`src/rtl/sal_rdwr_arbiter.sv`:
```
// sal_rdwr_arbiter: merges the AXI AR and AW address channels into one
// request stream for the bank address decoder.
//   - Writes win ties out of IDLE.
//   - Grants are batched per direction, up to MAX_BURST grants while the
//     other direction is waiting.
//   - TURN_GAP idle cycles are inserted on every direction switch.
//   - The output is a registered one-entry slot with a valid/ready handshake.
// Optional feature macro: SAL_ARB_AGE_EN. When defined, a switch is forced
// once the opposite direction has been pending for AGE_LIMIT cycles.
// Ports:
//   clk, rst_n                          clock, synchronous active-low reset
//   ar_valid/ar_ready/ar_id/ar_len/ar_addr   read address channel
//   aw_valid/aw_ready/aw_id/aw_len/aw_addr   write address channel
//   req_valid/req_ready/req_wr/req_id/req_len/req_addr   decoder request
//   wr_mode                             current (or TURN target) direction
module sal_rdwr_arbiter #(
  parameter int unsigned ID_W      = 4,
  parameter int unsigned LEN_W     = 8,
  parameter int unsigned ADDR_W    = 32,
  parameter int unsigned MAX_BURST = 8,
  parameter int unsigned TURN_GAP  = 2,
  parameter int unsigned AGE_LIMIT = 64
) (
  input  logic              clk,
  input  logic              rst_n,
  input  logic              ar_valid,
  output logic              ar_ready,
  input  logic [ID_W-1:0]   ar_id,
  input  logic [LEN_W-1:0]  ar_len,
  input  logic [ADDR_W-1:0] ar_addr,
  input  logic              aw_valid,
  output logic              aw_ready,
  input  logic [ID_W-1:0]   aw_id,
  input  logic [LEN_W-1:0]  aw_len,
  input  logic [ADDR_W-1:0] aw_addr,
  output logic              req_valid,
  input  logic              req_ready,
  output logic              req_wr,
  output logic [ID_W-1:0]   req_id,
  output logic [LEN_W-1:0]  req_len,
  output logic [ADDR_W-1:0] req_addr,
  output logic              wr_mode
);

  localparam int unsigned CNT_W = $clog2(MAX_BURST + 1);
  localparam int unsigned GAP_W = 4;

  typedef enum logic [1:0] {ST_IDLE, ST_RD, ST_WR, ST_TURN} state_t;

  state_t             state_q, state_d;
  logic               wr_mode_d;
  logic [CNT_W-1:0]   cnt_q, cnt_d, cnt_inc;
  logic [GAP_W-1:0]   gap_q, gap_d;
  logic               slot_free, ar_grant, aw_grant;
  logic               switch_req, switch_to_wr;
  logic               age_force;

  // Handshake: a channel is ready only in its own mode with room in the slot.
  assign slot_free = !req_valid || req_ready;
  assign ar_ready  = (state_q == ST_RD) && slot_free;
  assign aw_ready  = (state_q == ST_WR) && slot_free;
  assign ar_grant  = ar_valid && ar_ready;
  assign aw_grant  = aw_valid && aw_ready;

  // Post-grant count, saturating at MAX_BURST.
  assign cnt_inc = ((ar_grant || aw_grant) && (cnt_q != CNT_W'(MAX_BURST)))
                   ? cnt_q + CNT_W'(1) : cnt_q;

`ifdef SAL_ARB_AGE_EN
  localparam int unsigned AGE_W = $clog2(AGE_LIMIT + 1);
  logic [AGE_W-1:0] age_q, age_d, age_inc;
  logic             opp_pending;

  // Age of the waiting opposite-direction request while a batch runs.
  assign opp_pending = ((state_q == ST_RD) && aw_valid) || ((state_q == ST_WR) && ar_valid);
  assign age_inc     = (opp_pending && (age_q != AGE_W'(AGE_LIMIT))) ? age_q + AGE_W'(1) : age_q;
  assign age_force   = (age_inc == AGE_W'(AGE_LIMIT));

  // Age survives only while the same batch continues; any switch clears it.
  always_comb begin
    age_d = '0;
    if ((state_d == state_q) && ((state_q == ST_RD) || (state_q == ST_WR)))
      age_d = age_inc;
  end

  always_ff @(posedge clk) begin
    if (!rst_n) age_q <= '0;
    else        age_q <= age_d;
  end
`else
  assign age_force = 1'b0;
`endif

  // Next-state: mode selection, batch limits and turnaround gap.
  always_comb begin
    state_d      = state_q;
    wr_mode_d    = wr_mode;
    cnt_d        = cnt_q;
    gap_d        = gap_q;
    switch_req   = 1'b0;
    switch_to_wr = 1'b0;
    case (state_q)
      ST_IDLE: begin
        if (aw_valid) begin
          state_d   = ST_WR;
          wr_mode_d = 1'b1;
          cnt_d     = '0;
        end else if (ar_valid) begin
          state_d   = ST_RD;
          wr_mode_d = 1'b0;
          cnt_d     = '0;
        end
      end
      ST_RD: begin
        cnt_d = cnt_inc;
        if (aw_valid && ((cnt_inc == CNT_W'(MAX_BURST)) || !ar_valid || age_force)) begin
          switch_req   = 1'b1;
          switch_to_wr = 1'b1;
        end else if (!ar_valid && !aw_valid) begin
          state_d = ST_IDLE;
        end
      end
      ST_WR: begin
        cnt_d = cnt_inc;
        if (ar_valid && ((cnt_inc == CNT_W'(MAX_BURST)) || !aw_valid || age_force)) begin
          switch_req   = 1'b1;
          switch_to_wr = 1'b0;
        end else if (!ar_valid && !aw_valid) begin
          state_d = ST_IDLE;
        end
      end
      ST_TURN: begin
        // wr_mode already holds the target direction.
        if (gap_q <= GAP_W'(1)) begin
          cnt_d = '0;
          if (wr_mode ? aw_valid : ar_valid) state_d = wr_mode ? ST_WR : ST_RD;
          else                               state_d = ST_IDLE;
        end else begin
          gap_d = gap_q - GAP_W'(1);
        end
      end
      default: state_d = ST_IDLE;
    endcase

    if (switch_req) begin
      wr_mode_d = switch_to_wr;
      cnt_d     = '0;
      if (TURN_GAP == 0) begin
        state_d = switch_to_wr ? ST_WR : ST_RD;
      end else begin
        state_d = ST_TURN;
        gap_d   = GAP_W'(TURN_GAP);
      end
    end
  end

  // Control state registers.
  always_ff @(posedge clk) begin
    if (!rst_n) begin
      state_q <= ST_IDLE;
      wr_mode <= 1'b0;
      cnt_q   <= '0;
      gap_q   <= '0;
    end else begin
      state_q <= state_d;
      wr_mode <= wr_mode_d;
      cnt_q   <= cnt_d;
      gap_q   <= gap_d;
    end
  end

  // Output slot: load on grant, drain on req_ready, hold while stalled.
  always_ff @(posedge clk) begin
    if (!rst_n) begin
      req_valid <= 1'b0;
      req_wr    <= 1'b0;
      req_id    <= '0;
      req_len   <= '0;
      req_addr  <= '0;
    end else if (aw_grant) begin
      req_valid <= 1'b1;
      req_wr    <= 1'b1;
      req_id    <= aw_id;
      req_len   <= aw_len;
      req_addr  <= aw_addr;
    end else if (ar_grant) begin
      req_valid <= 1'b1;
      req_wr    <= 1'b0;
      req_id    <= ar_id;
      req_len   <= ar_len;
      req_addr  <= ar_addr;
    end else if (req_ready) begin
      req_valid <= 1'b0;
    end
  end

endmodule
```
`config.mk`:
```
export PLATFORM = sky130hd
export DESIGN_NAME = sal_rdwr_arbiter
export DESIGN_NICKNAME = d
export VERILOG_FILES = /design/src/rtl/sal_rdwr_arbiter.sv
export SDC_FILE = /design/constraint.sdc
export NUM_CORES = 1
export LEC_CHECK = 0
export CAP_MARGIN = 40
export CORE_UTILIZATION = 30
export CTS_CLUSTER_SIZE = 14
export DETAILED_ROUTE_END_ITERATION = 7
export GPL_TIMING_DRIVEN = 1
export SLEW_MARGIN = 20
export SYNTH_ARGS = -nofsm -noshare
export SYNTH_HDL_FRONTEND = slang
export SYNTH_SLANG_ARGS = --single-unit
```
`constraint.sdc`:
```
create_clock -name clk -period 4.57 [get_ports clk]
set_input_delay 1.1425 -clock clk [delete_from_list [all_inputs] [get_ports clk]]
set_output_delay 1.1425 -clock clk [all_outputs]
set_load 0.02 [all_outputs]
```
# ---- Word-level counts from Yosys, hierarchy flattened
# Index checks and enable logic that the tools add are counted.
dict set report op_classes {
  mux 38
  n_lt_le_gt_ge 1
  bitwise_logic 2
  eq_ne 12
  addsub 2
  n_reduce_logical 28
}
# operator count
set ops {}
lappend ops {{$mux 32} 2}
lappend ops {{$mux 2} 12}
lappend ops {{$mux 4} 6}
lappend ops {{$mux 8} 2}
lappend ops {{$mux 1} 13}
lappend ops {{$ne 3x3->1 const B} 4}
lappend ops {{$pmux 4 s3} 1}
lappend ops {{$logic_and 1x1->1} 8}
lappend ops {{$ne 4x4->1 const B} 2}
lappend ops {{$pmux 2 s4} 1}
lappend ops {{$reduce_and 2->1} 4}
lappend ops {{$reduce_bool 2->1} 3}
lappend ops {{$reduce_bool 3->1} 2}
lappend ops {{$add 4x1->4 const B} 1}
lappend ops {{$eq 2x2->1 const B} 2}
lappend ops {{$eq 4x4->1 const B} 1}
lappend ops {{$le 4x1->1 const B} 1}
lappend ops {{$logic_or 1x1->1} 4}
lappend ops {{$ne 2x2->1 const B} 2}
lappend ops {{$reduce_and 4->1} 1}
lappend ops {{$reduce_or 2->1} 2}
lappend ops {{$sub 4x1->4 const B} 1}
lappend ops {{$logic_not 1->1} 3}
lappend ops {{$eq 2x1->1 const B} 1}
lappend ops {{3 further kinds} 4}
dict set report totals {
  in_bits 93
  register_bits 57
  out_inout_bits 49
}

# ---- Logic depth before layout (Yosys ltp)
# Gate-level depths: netlist of the first run.
dict set report logic_depth {
  ltp_word 14
  depth_mapped 9
  depth_no_buf 9
}

# ---- Least setup slack after synthesis of the first run
# No wires, ideal clock.
dict set report synth_timing {
  kind {input -> output}
  from {input port req_ready}
  to {output port ar_ready}
  required_ps 3428
  stages 2
  arrival_time_ps 1547
  setup_slack_ps 1881
  path_buffers 0
  cell_sequence {nand2b_1 and2_0}
}
dict set report synth_between {
  elab_chain_cells 2
}
# item line
set synth_rtl {}
lappend synth_rtl {{from (decl)} 37} ;# input logic req_ready,
lappend synth_rtl {{$logic_or 1x1->1} 59} ;# assign slot_free = !req_valid || req_ready;
lappend synth_rtl {{$logic_and 1x1->1} 60} ;# assign ar_ready = (state_q == ST_RD) && slot_free;
lappend synth_rtl {{to (decl)} 27} ;# output logic ar_ready,
# Every way passes these cells.

# ---- Worst setup path in the final report of the first run
dict set report layout_timing {
  from {input port req_ready}
  to {output port aw_ready}
}
dict set report layout_between {
  elab_chain_cells 2
}
# item line
set layout_rtl {}
lappend layout_rtl {{$logic_or 1x1->1} 59}
lappend layout_rtl {{$logic_and 1x1->1} 61} ;# assign aw_ready = (state_q == ST_WR) && slot_free;
lappend layout_rtl {{to (decl)} 32} ;# output logic aw_ready,
# Every way passes these cells.

==> results.ini, run 1 <==
[run_status]
status=complete, no violations

[die]
num_rows=35
initial_utilization=0.3147
die_area_um2=10280
die_h_um=101.4
core_region_area_um2=9415
die_w_um=101.4
ios=142

[place]
globalplace.congestion=0.8005
dp_slack_ps=885.0
port_buffers=141
hpwl_um=6102

[cts]
cts_buffer_depth=2
post_cts_buffers=0
htree_levels=3
cts_resized=0
worstSkewPairLatency_ps=330
root_buffer=clkbuf_8
clk_pin_slew_ps=60
cts_hold_buffers=0
cts_tree=built
cts.sinks=57
cts_made_buffers=9

[detailed_routing]
drtIter0Drc=80
route.detailed.drc=0
viasPerCell=4.817
first_pass_iters=4
post_drt_wl_per_cell_um=14.77
vias=2794
wirelength_um=8567
antenna_left=0

[finish]
final_util=0.4973
layout_common_cells=clkdlybuf4s50_1 (140), dfxtp_1 (57), nand2_1 (53)
antennaDiodeCount=0
drive_gt1_frac=0.05987
final_common_cell=clkdlybuf4s50_1
syn2layout_area_growth_pct=58.02
nNetsFinal=548

[synth]
synthFlopType=dfxtp_1
yosys-top-cells-area=dfxtp_1 (39%), mux2i_1 (16%), o211a_1 (15%), nand2_1 (7.0%), ha_1 (3.8%)
synth_top_area_share=0.3851
ys_seq_elements=57
synth_edf_count=0
synth_cell_types=41
postSynthCellCount=312
synth_fp_nets=414
ys_warn_count=0
synth_largest_area_cell=dfxtp_1
synth_area_um2=2963
synth-seq-area-share=0.3851
syn_avg_cell_area_um2=9.496
ys_async_sr_fraction=0

[setup_path]
cp-end-kind=output pin
crit_arrival_ps=2540
worst-r2r-setup-slack_ps=2190
cp-start-kind=input pin
slowest_stage=clkdlybuf4s50_1
critPathMaxFanout=3
cp_data_required_time_ps=3430
critPathKind=input pin to output pin
slowest_delay_ps=620
path_cells=clkdlybuf4s50_1 > nand2b_1 > and2_1 > clkdlybuf4s50_1
reg2regPathDepth=9
cp_common_cell=clkdlybuf4s50_1
regToRegStartpoint=state_q[0]
r2r_end=cnt_q[2]

[flow_run]
drv_cap=0

[timing]
setup_viol=0
clock.fmax_ghz=0.2718
whs_ps=468.5
relSlewSlack=0.4622
period_needed_ps=3679
finClkSkew_ps=9.506
rsz0062_at_grt=false
maxSlewViolCount=0
hold_violations=0
worst_slew_pin_slew_ps=806.7
tns_ps=0
setup_ws_ps=890.6
finalCritPeriodShare=0.8051

[pwr]
peakVddDrop_mv=0.1641
leakage_nw=2.529
p_per_area_nw_per_um2=357.3

[global_route]
grt_pass1_wl_um=13260
grt_max_degree=90
track_usage=0.1683
gr-total-overflow=0
grt_pass1_vias=2767
grt_antenna_before_repair=0

[min_path]
whs_endpoint=req_wr
hold_start=req_wr
hold_class=flop to flop
min_path_cells=2

## power breakdown
part | total, mW | switching, mW | internal, mW
sequential | 0.601 | 0.0380 | 0.563
combinational | 0.603 | 0.287 | 0.316
clock | 0.470 | 0.205 | 0.265
total | 1.67 | 0.530 | 1.14
## cell type report
| class | instances | area, um2 |
|---|---|---|
| fillers | 918 | 4733 |
| clock buffers | 11 | 141.4 |
| flip-flops and latches | 57 | 1141 |
| clock inverters | 5 | 55.05 |
| inverters | 9 | 33.78 |
| repair buffers | 144 | 1441 |
| multi-input cells | 225 | 1708 |
| well taps | 129 | 161.4 |
## registers in the layout (all words and copies together), names as in the netlist
| register | count |
|---|---|
| cnt_q | 4 |
| gap_q | 4 |
| req_addr | 32 |
| req_id | 4 |
| req_len | 8 |
| req_valid | 1 |
| req_wr | 1 |
| state_q | 2 |
| wr_mode | 1 |
## worst max-delay path by stage
stage,endpoint,start,cells past startpoint,slack [ps]
floorplan,ar_ready,req_ready,2,1880
global placement,ar_ready,req_ready,4,900
detailed placement,aw_ready,req_ready,4,880
CTS,aw_ready,req_ready,4,880
global route,aw_ready,req_ready,4,810
finish,aw_ready,req_ready,4,890
## stage by stage
stage | cells | instance area [um2] | total power [mW]
2_1_floorplan | 312 | 2963 | 0.9516
4_1_cts | 580 | 4682 | 1.700
6_report | 580 | 4682 | 1.673
3_5_place_dp | 564 | 4486 | 1.216
5_1_grt | 580 | 4682 | 1.774
3_3_place_gp | 564 | 4486 | 1.209
## synthesized netlist by cell type (3+ instances only)
master	count
dfxtp_1	57
nand2_1	55
mux2i_1	48
o211a_1	44
clkbuf_1	16
nor2_1	16
ha_1	9
inv_1	9
a21oi_1	7
buf_2	5
nand3b_1	4
o21ai_0	4
a21boi_0	3
xnor2_1	3
## worst max-delay path: cells and delay by family
family | cells | cell delay [ps]
buffers and inverters | 2 | 1080
AND/OR/NAND/NOR | 2 | 310
## kinds of logic (layout without fill, tap and decap cells)
group                    after synthesis  count (layout)  share of synthesized area
buffers and inverters                 30             169                    0.04012
XOR/XNOR                               3               3                   0.008870
AND/OR/NAND/NOR                       86              86                     0.1229
adder cells (fa/ha/maj)                9               9                    0.03801
AO/OA/AOI/OAI                         79              79                     0.2428
multiplexers                          48              48                     0.1622
flip-flops                            57              57                     0.3851
## routing by layer
| layer | track usage | wire [um] |
|---|---|---|
| met5 | 0 | 0 |
| met4 | 0.04682 | 81 |
| met3 | 0.08765 | 822 |
| met2 | 0.2794 | 4067 |
| met1 | 0.1886 | 3596 |
(Power assumes the default switching activity.)
==> inputs of run 2 (changes only) <==
==> constraint.sdc (replaced) <==
create_clock -name clk -period 3.6 [get_ports clk]
set_input_delay 0.9 -clock clk [delete_from_list [all_inputs] [get_ports clk]]
set_output_delay 0.9 -clock clk [all_outputs]
set_load 0.02 [all_outputs]
==> run 2 against run 1 <==
- routed wire length is 1.2% higher
- non-clock buffer count is 9 higher
- critical path type unchanged
- largest cell class unchanged
- final cell count is 1.6% higher
- highest routed layer unchanged
==> results.ini, run 2 (synthesis results as in run 1) <==
[setup_path]
reg2regPathDepth=9  ; unchanged
cp-end-kind=output pin
r2r_end=cnt_q[2]
critPathKind=input pin to output pin
cp-start-kind=input pin
crit_arrival_ps=2280  ; -260 ps
critPathMaxFanout=3  ; unchanged
cp_data_required_time_ps=2700  ; -730 ps
regToRegStartpoint=state_q[0]
worst-r2r-setup-slack_ps=1170  ; -1020 ps
crit_start=req_ready
worstSetupEndpoint=ar_ready

[detailed_routing]
first_pass_iters=4  ; unchanged
vias=2839  ; +1.6%
drtIter0Drc=67  ; -16%
route.detailed.drc=0  ; unchanged
viasPerCell=4.820  ; about the same
post_drt_wl_per_cell_um=14.73  ; -0.30%
wirelength_um=8674  ; +1.2%
antenna_left=0  ; unchanged

[timing]
rsz0062_at_grt=false
tns_ps=0  ; unchanged
period_needed_ps=3179
finalCritPeriodShare=0.8831
worst_slew_pin_slew_ps=740.3  ; -66.39 ps
relSlewSlack=0.5047  ; +0.04252
maxSlewViolCount=0  ; unchanged
setup_viol=0  ; unchanged
finClkSkew_ps=9.540  ; +0.03459 ps
hold_violations=0  ; unchanged
whs_ps=464.9  ; -3.558 ps
clock.fmax_ghz=0.3146

[cts]
cts_tree=built
worstSkewPairLatency_ps=320  ; about the same
cts.sinks=57  ; unchanged
root_buffer=clkbuf_8
cts_resized=0  ; unchanged
post_cts_buffers=0  ; unchanged
clk_pin_slew_ps=60  ; about the same
cts_hold_buffers=0  ; unchanged
cts_buffer_depth=2  ; unchanged
cts_made_buffers=9  ; unchanged
htree_levels=3  ; unchanged

[global_route]
gr-total-overflow=0  ; unchanged
grt_antenna_before_repair=0  ; unchanged
grt_max_degree=40  ; -56%
grt_pass1_wl_um=13570  ; +2.3%
track_usage=0.1719  ; +0.003634
grt_pass1_vias=2802  ; +1.3%

[flow_run]
drv_cap=0  ; unchanged

[die]
die_w_um=101.4  ; unchanged
die_h_um=101.4  ; unchanged
ios=142  ; unchanged
core_region_area_um2=9415  ; unchanged
num_rows=35  ; unchanged
initial_utilization=0.3147  ; unchanged
die_area_um2=10280  ; unchanged

[finish]
final_common_cell=clkdlybuf4s50_1
multiInputGateArea_um2=1708  ; unchanged
antennaDiodeCount=0  ; unchanged
drive_gt1_frac=0.07826  ; +0.01839
layout_common_cells=clkdlybuf4s50_1 (140), dfxtp_1 (57), nand2_1 (53)
final_cells=589  ; +1.6%
register_area_um2=1141  ; unchanged
largest_reg_flops=32  ; unchanged
nNetsFinal=557  ; +1.6%
syn2layout_area_growth_pct=61.06
fill_cells=895  ; -2.5%
reg_top3=req_addr (32), req_len (8)
top_register=req_addr

[pwr]
p_sw_uw=676.5  ; +28%
leakage_nw=2.582  ; +2.1%
swShare=0.3128  ; -0.003937
p_per_area_nw_per_um2=453.2  ; +27%
peakVddDrop_mv=0.2185  ; +33%
comb_power_share=0.361  ; about the same
power_frac_clock=0.286  ; +0.005
power_frac_seq=0.353  ; -0.006
intPower_mw=1.486  ; +30%

[place]
port_buffers=141  ; unchanged
dp.cells=573  ; +1.6%
hpwl_um=6567  ; +7.6%
globalplace.congestion=0.7839  ; -2.1%

[min_path]
hold_class=flop to flop

[run_status]
status=complete, no violations

-- run 2: cell types whose count changed in the layout (fill, tap and decap cells not counted) --
cell / previous run / this run
buf_12: 1 / 2
buf_4: 2 / 10
clkbuf_8: 10 / 11
clkinv_2: 2 / 1
clkinv_4: 0 / 1
clkinvlp_4: 2 / 1
-- run 2: cell type report --
| type | instances | area share |
|---|---|---|
| sequential | 57 | 0.2391 |
| clock inverter | 4 | 0.01075 |
| multi-input combinational | 225 | 0.3579 |
| timing repair buffer | 153 | 0.3188 |
| clock buffer | 12 | 0.03251 |
| tap | 129 | 0.03382 |
| inverter | 9 | 0.007079 |
-- run 2: metrics by stage --
stage	worst slack [ps]	power, mW	area (um2)	utilization
2_1_floorplan	1181	1.208	2963	-
3_3_place_gp	422.2	1.549	4566	0.4849
3_5_place_dp	424.3	1.562	4566	0.4849
4_1_cts	416.3	2.199	4772	0.5068
5_1_grt	342.3	2.293	4772	0.5068
6_report	420.9	2.163	4772	0.5068
-- run 2: metal layers --
layer / vias up / GRT usage / wire, um
met3: 7 / 0.07384 / 780
li1: 1421 / - / -
met5: - / 0 / 0
met1: 1322 / 0.1961 / 3668
met2: 89 / 0.2873 / 4129
met4: 0 / 0.06020 / 96
-- run 2: power by group through the flow --
stage                     Sequential [mW]  Clock (mW)  Combinational, mW
after floorplan                     0.864           0              0.344
after global placement              0.774           0              0.775
after detailed placement            0.777           0              0.785
after CTS                           0.764       0.645              0.789
after global routing                0.774       0.668              0.851
final                               0.764       0.619              0.780
-- run 2: worst min path at each step --
| stage | startpoint | endpoint | cells past startpoint |
|---|---|---|---|
| floorplan | cnt_q[2] | cnt_q[2] | 2 |
| detailed placement | req_wr | req_wr | 2 |
| finish | req_wr | req_wr | 2 |
| CTS | req_wr | req_wr | 2 |
| global route | req_wr | req_wr | 2 |
| global placement | req_wr | req_wr | 2 |
-- run 2: worst max-delay path, stage by stage --
cell and delay, ps:
clkdlybuf4s50_1 470, nand2b_1 120, and2_0 170, clkdlybuf4s50_1 610
==> inputs of run 3 (changes only) <==
--- a/config.mk
+++ b/config.mk
@@ -9,6 +9,7 @@
 export CORE_UTILIZATION = 30
 export CTS_CLUSTER_SIZE = 14
 export DETAILED_ROUTE_END_ITERATION = 7
+export GPL_ROUTABILITY_DRIVEN = 0
 export GPL_TIMING_DRIVEN = 1
 export SLEW_MARGIN = 20
 export SYNTH_ARGS = -nofsm -noshare
==> constraint.sdc (replaced) <==
create_clock -name clk -period 3.6 [get_ports clk]
set_input_delay 0.9 -clock clk [delete_from_list [all_inputs] [get_ports clk]]
set_output_delay 0.9 -clock clk [all_outputs]
set_load 0.01 [all_outputs]
==> run 3 against run 2 <==
- clock power is 3% lower
- power is 4.2% lower
- flip-flop and latch count stayed put
- first-iteration DRC count is 39% higher
==> results.ini, run 3 (synthesis results as in run 1) <==
[pwr]
p_per_area_nw_per_um2=437.3  ; -3.5%
finalPower_mw=2.071  ; -4.2%
leakage_nw=2.566  ; -0.63%
peakVddDrop_mv=0.2099  ; -4.0%

[place]
port_buffers=141  ; unchanged
hpwl_um=6194  ; -5.7%

[die]
core_region_area_um2=9415  ; unchanged
die_h_um=101.4  ; unchanged
die_area_um2=10280  ; unchanged
ios=142  ; unchanged
initial_utilization=0.3147  ; unchanged
num_rows=35  ; unchanged
die_w_um=101.4  ; unchanged

[detailed_routing]
wirelength_um=8558  ; -1.3%
antenna_left=0  ; unchanged
first_pass_iters=7  ; +3
post_drt_wl_per_cell_um=14.68  ; -0.32%
drtIter0Drc=93  ; +39%
route.detailed.drc=0  ; unchanged
viasPerCell=4.858  ; +0.78%
vias=2832  ; -0.25%

[finish]
reg_top3=req_addr (32), req_len (8)
antennaDiodeCount=0  ; unchanged
multiInputGateArea_um2=1708  ; unchanged
drive_gt1_frac=0.06608  ; -0.01218
final_common_cell=clkdlybuf4s50_1
fill_cells=861  ; -3.8%
register_area_um2=1141  ; unchanged
final_util=0.5030  ; -0.003854
top_register=req_addr
nNetsFinal=552  ; -0.90%
syn2layout_area_growth_pct=59.84
largest_reg_flops=32  ; unchanged
layout_common_cells=clkdlybuf4s50_1 (140), dfxtp_1 (57), nand2_1 (53)

[cts]
cts_resized=0  ; unchanged
cts_tree=built
post_cts_buffers=0  ; unchanged
cts_made_buffers=9  ; unchanged
cts_hold_buffers=0  ; unchanged
clk_pin_slew_ps=70  ; about the same
cts.sinks=57  ; unchanged
root_buffer=clkbuf_8
cts_buffer_depth=2  ; unchanged
worstSkewPairLatency_ps=320  ; about the same
htree_levels=3  ; unchanged

[min_path]
hold_class=flop to flop
whs_endpoint=req_wr
min_path_cells=2  ; unchanged
hold_start=req_wr

[timing]
worst_slew_pin_slew_ps=535.9  ; -204.4 ps
setup_viol=0  ; unchanged
relSlewSlack=0.6335  ; +0.1288
period_needed_ps=3113  ; -65.66 ps
finClkSkew_ps=9.582  ; +0.04158 ps
maxSlewViolCount=0  ; unchanged
clock.fmax_ghz=0.3212  ; +2.1%
hold_violations=0  ; unchanged
rsz0062_at_grt=false
tns_ps=0  ; unchanged
finalCritPeriodShare=0.8648  ; -0.01824

[setup_path]
reg2regPathDepth=9  ; unchanged
cp_common_cell=clkdlybuf4s50_1
r2r_end=state_q[1]
critPathMaxFanout=3  ; unchanged
cp-start-kind=input pin
crit_arrival_ps=2210  ; -70 ps
worst-r2r-setup-slack_ps=1190  ; +20 ps
critPathKind=input pin to output pin
cp-end-kind=output pin
crit_buf_inv=2  ; unchanged
path_cells=clkdlybuf4s50_1 > nand2b_1 > and2_0 > clkdlybuf4s50_1
path_delay_family=buffers and inverters
regToRegStartpoint=state_q[0]
cp_data_required_time_ps=2700  ; about the same
slowest_stage=clkdlybuf4s50_1
slowest_delay_ps=550  ; -60 ps

[global_route]
grt_pass1_vias=2917  ; +4.1%
grt_pass1_wl_um=13710  ; +1.1%
track_usage=0.1725  ; +0.0006506
gr-total-overflow=0  ; unchanged
grt_max_degree=90  ; +130%
grt_antenna_before_repair=0  ; unchanged

[run_status]
status=complete, no violations

[flow_run]
drv_cap=0  ; unchanged

-- run 3: cell count changes in the layout (fill, tap and decap cells not counted) --
cell	change
clkinvlp_4	-1
clkinv_4	-1
buf_12	+1
buf_4	-6
clkinv_2	+1
-- run 3: area by class of cell --
cell class	count	area share
repair buffers	148	0.3160
multi-input cells	225	0.3606
clock buffers	12	0.03276
well taps	129	0.03408
flip-flops and latches	57	0.2410
clock inverters	3	0.008454
inverters	9	0.007133
-- run 3: how the worst max path moves through the flow --
stage	startpoint	to	slack, ps	cells after the start
5_1_grt	req_ready	ar_ready	360	4
3_3_place_gp	req_ready	ar_ready	490	4
6_report	req_ready	ar_ready	490	4
4_1_cts	req_ready	ar_ready	480	4
2_1_floorplan	req_ready	state_q[0]	1250	7
3_5_place_dp	req_ready	ar_ready	490	4
-- run 3: power by group --
group	total (mW)	switching [mW]	leakage, nW	internal, mW
Combinational	0.711	0.303	2.00	0.407
Clock	0.599	0.247	0.102	0.352
Sequential	0.762	0.0473	0.464	0.714
Total	2.07	0.597	2.57	1.47
-- run 3: layer usage --
metal | share of wire | track usage | wire (um) | up-vias
li1 | - | - | - | 1407
met1 | 0.42 | 0.1941 | 3570 | 1324
met2 | 0.47 | 0.2847 | 4035 | 94
met3 | 0.10 | 0.08144 | 868 | 7
met4 | 0.0098 | 0.06355 | 84 | 0
met5 | 0 | 0 | 0 | -
-- run 3: stage by stage --
stage	instance area, um2	worst slack, ps	hold slack [ps]	instances
final	4736	486.6	463.3	583
after CTS	4716	478.5	472.8	582
after global placement	4521	489.9	453.5	567
after global routing	4736	363.8	506.1	583
after detailed placement	4521	489.4	461.3	567
after floorplan	2963	1248	487.7	312
-- run 3: tightest hold or removal path: cells and delay by family, from the launching register on --
family	cells	cell delay, ps
DFF	1	310
AOI/OAI and AO/OA	1	60
and+or+nand+nor	1	50
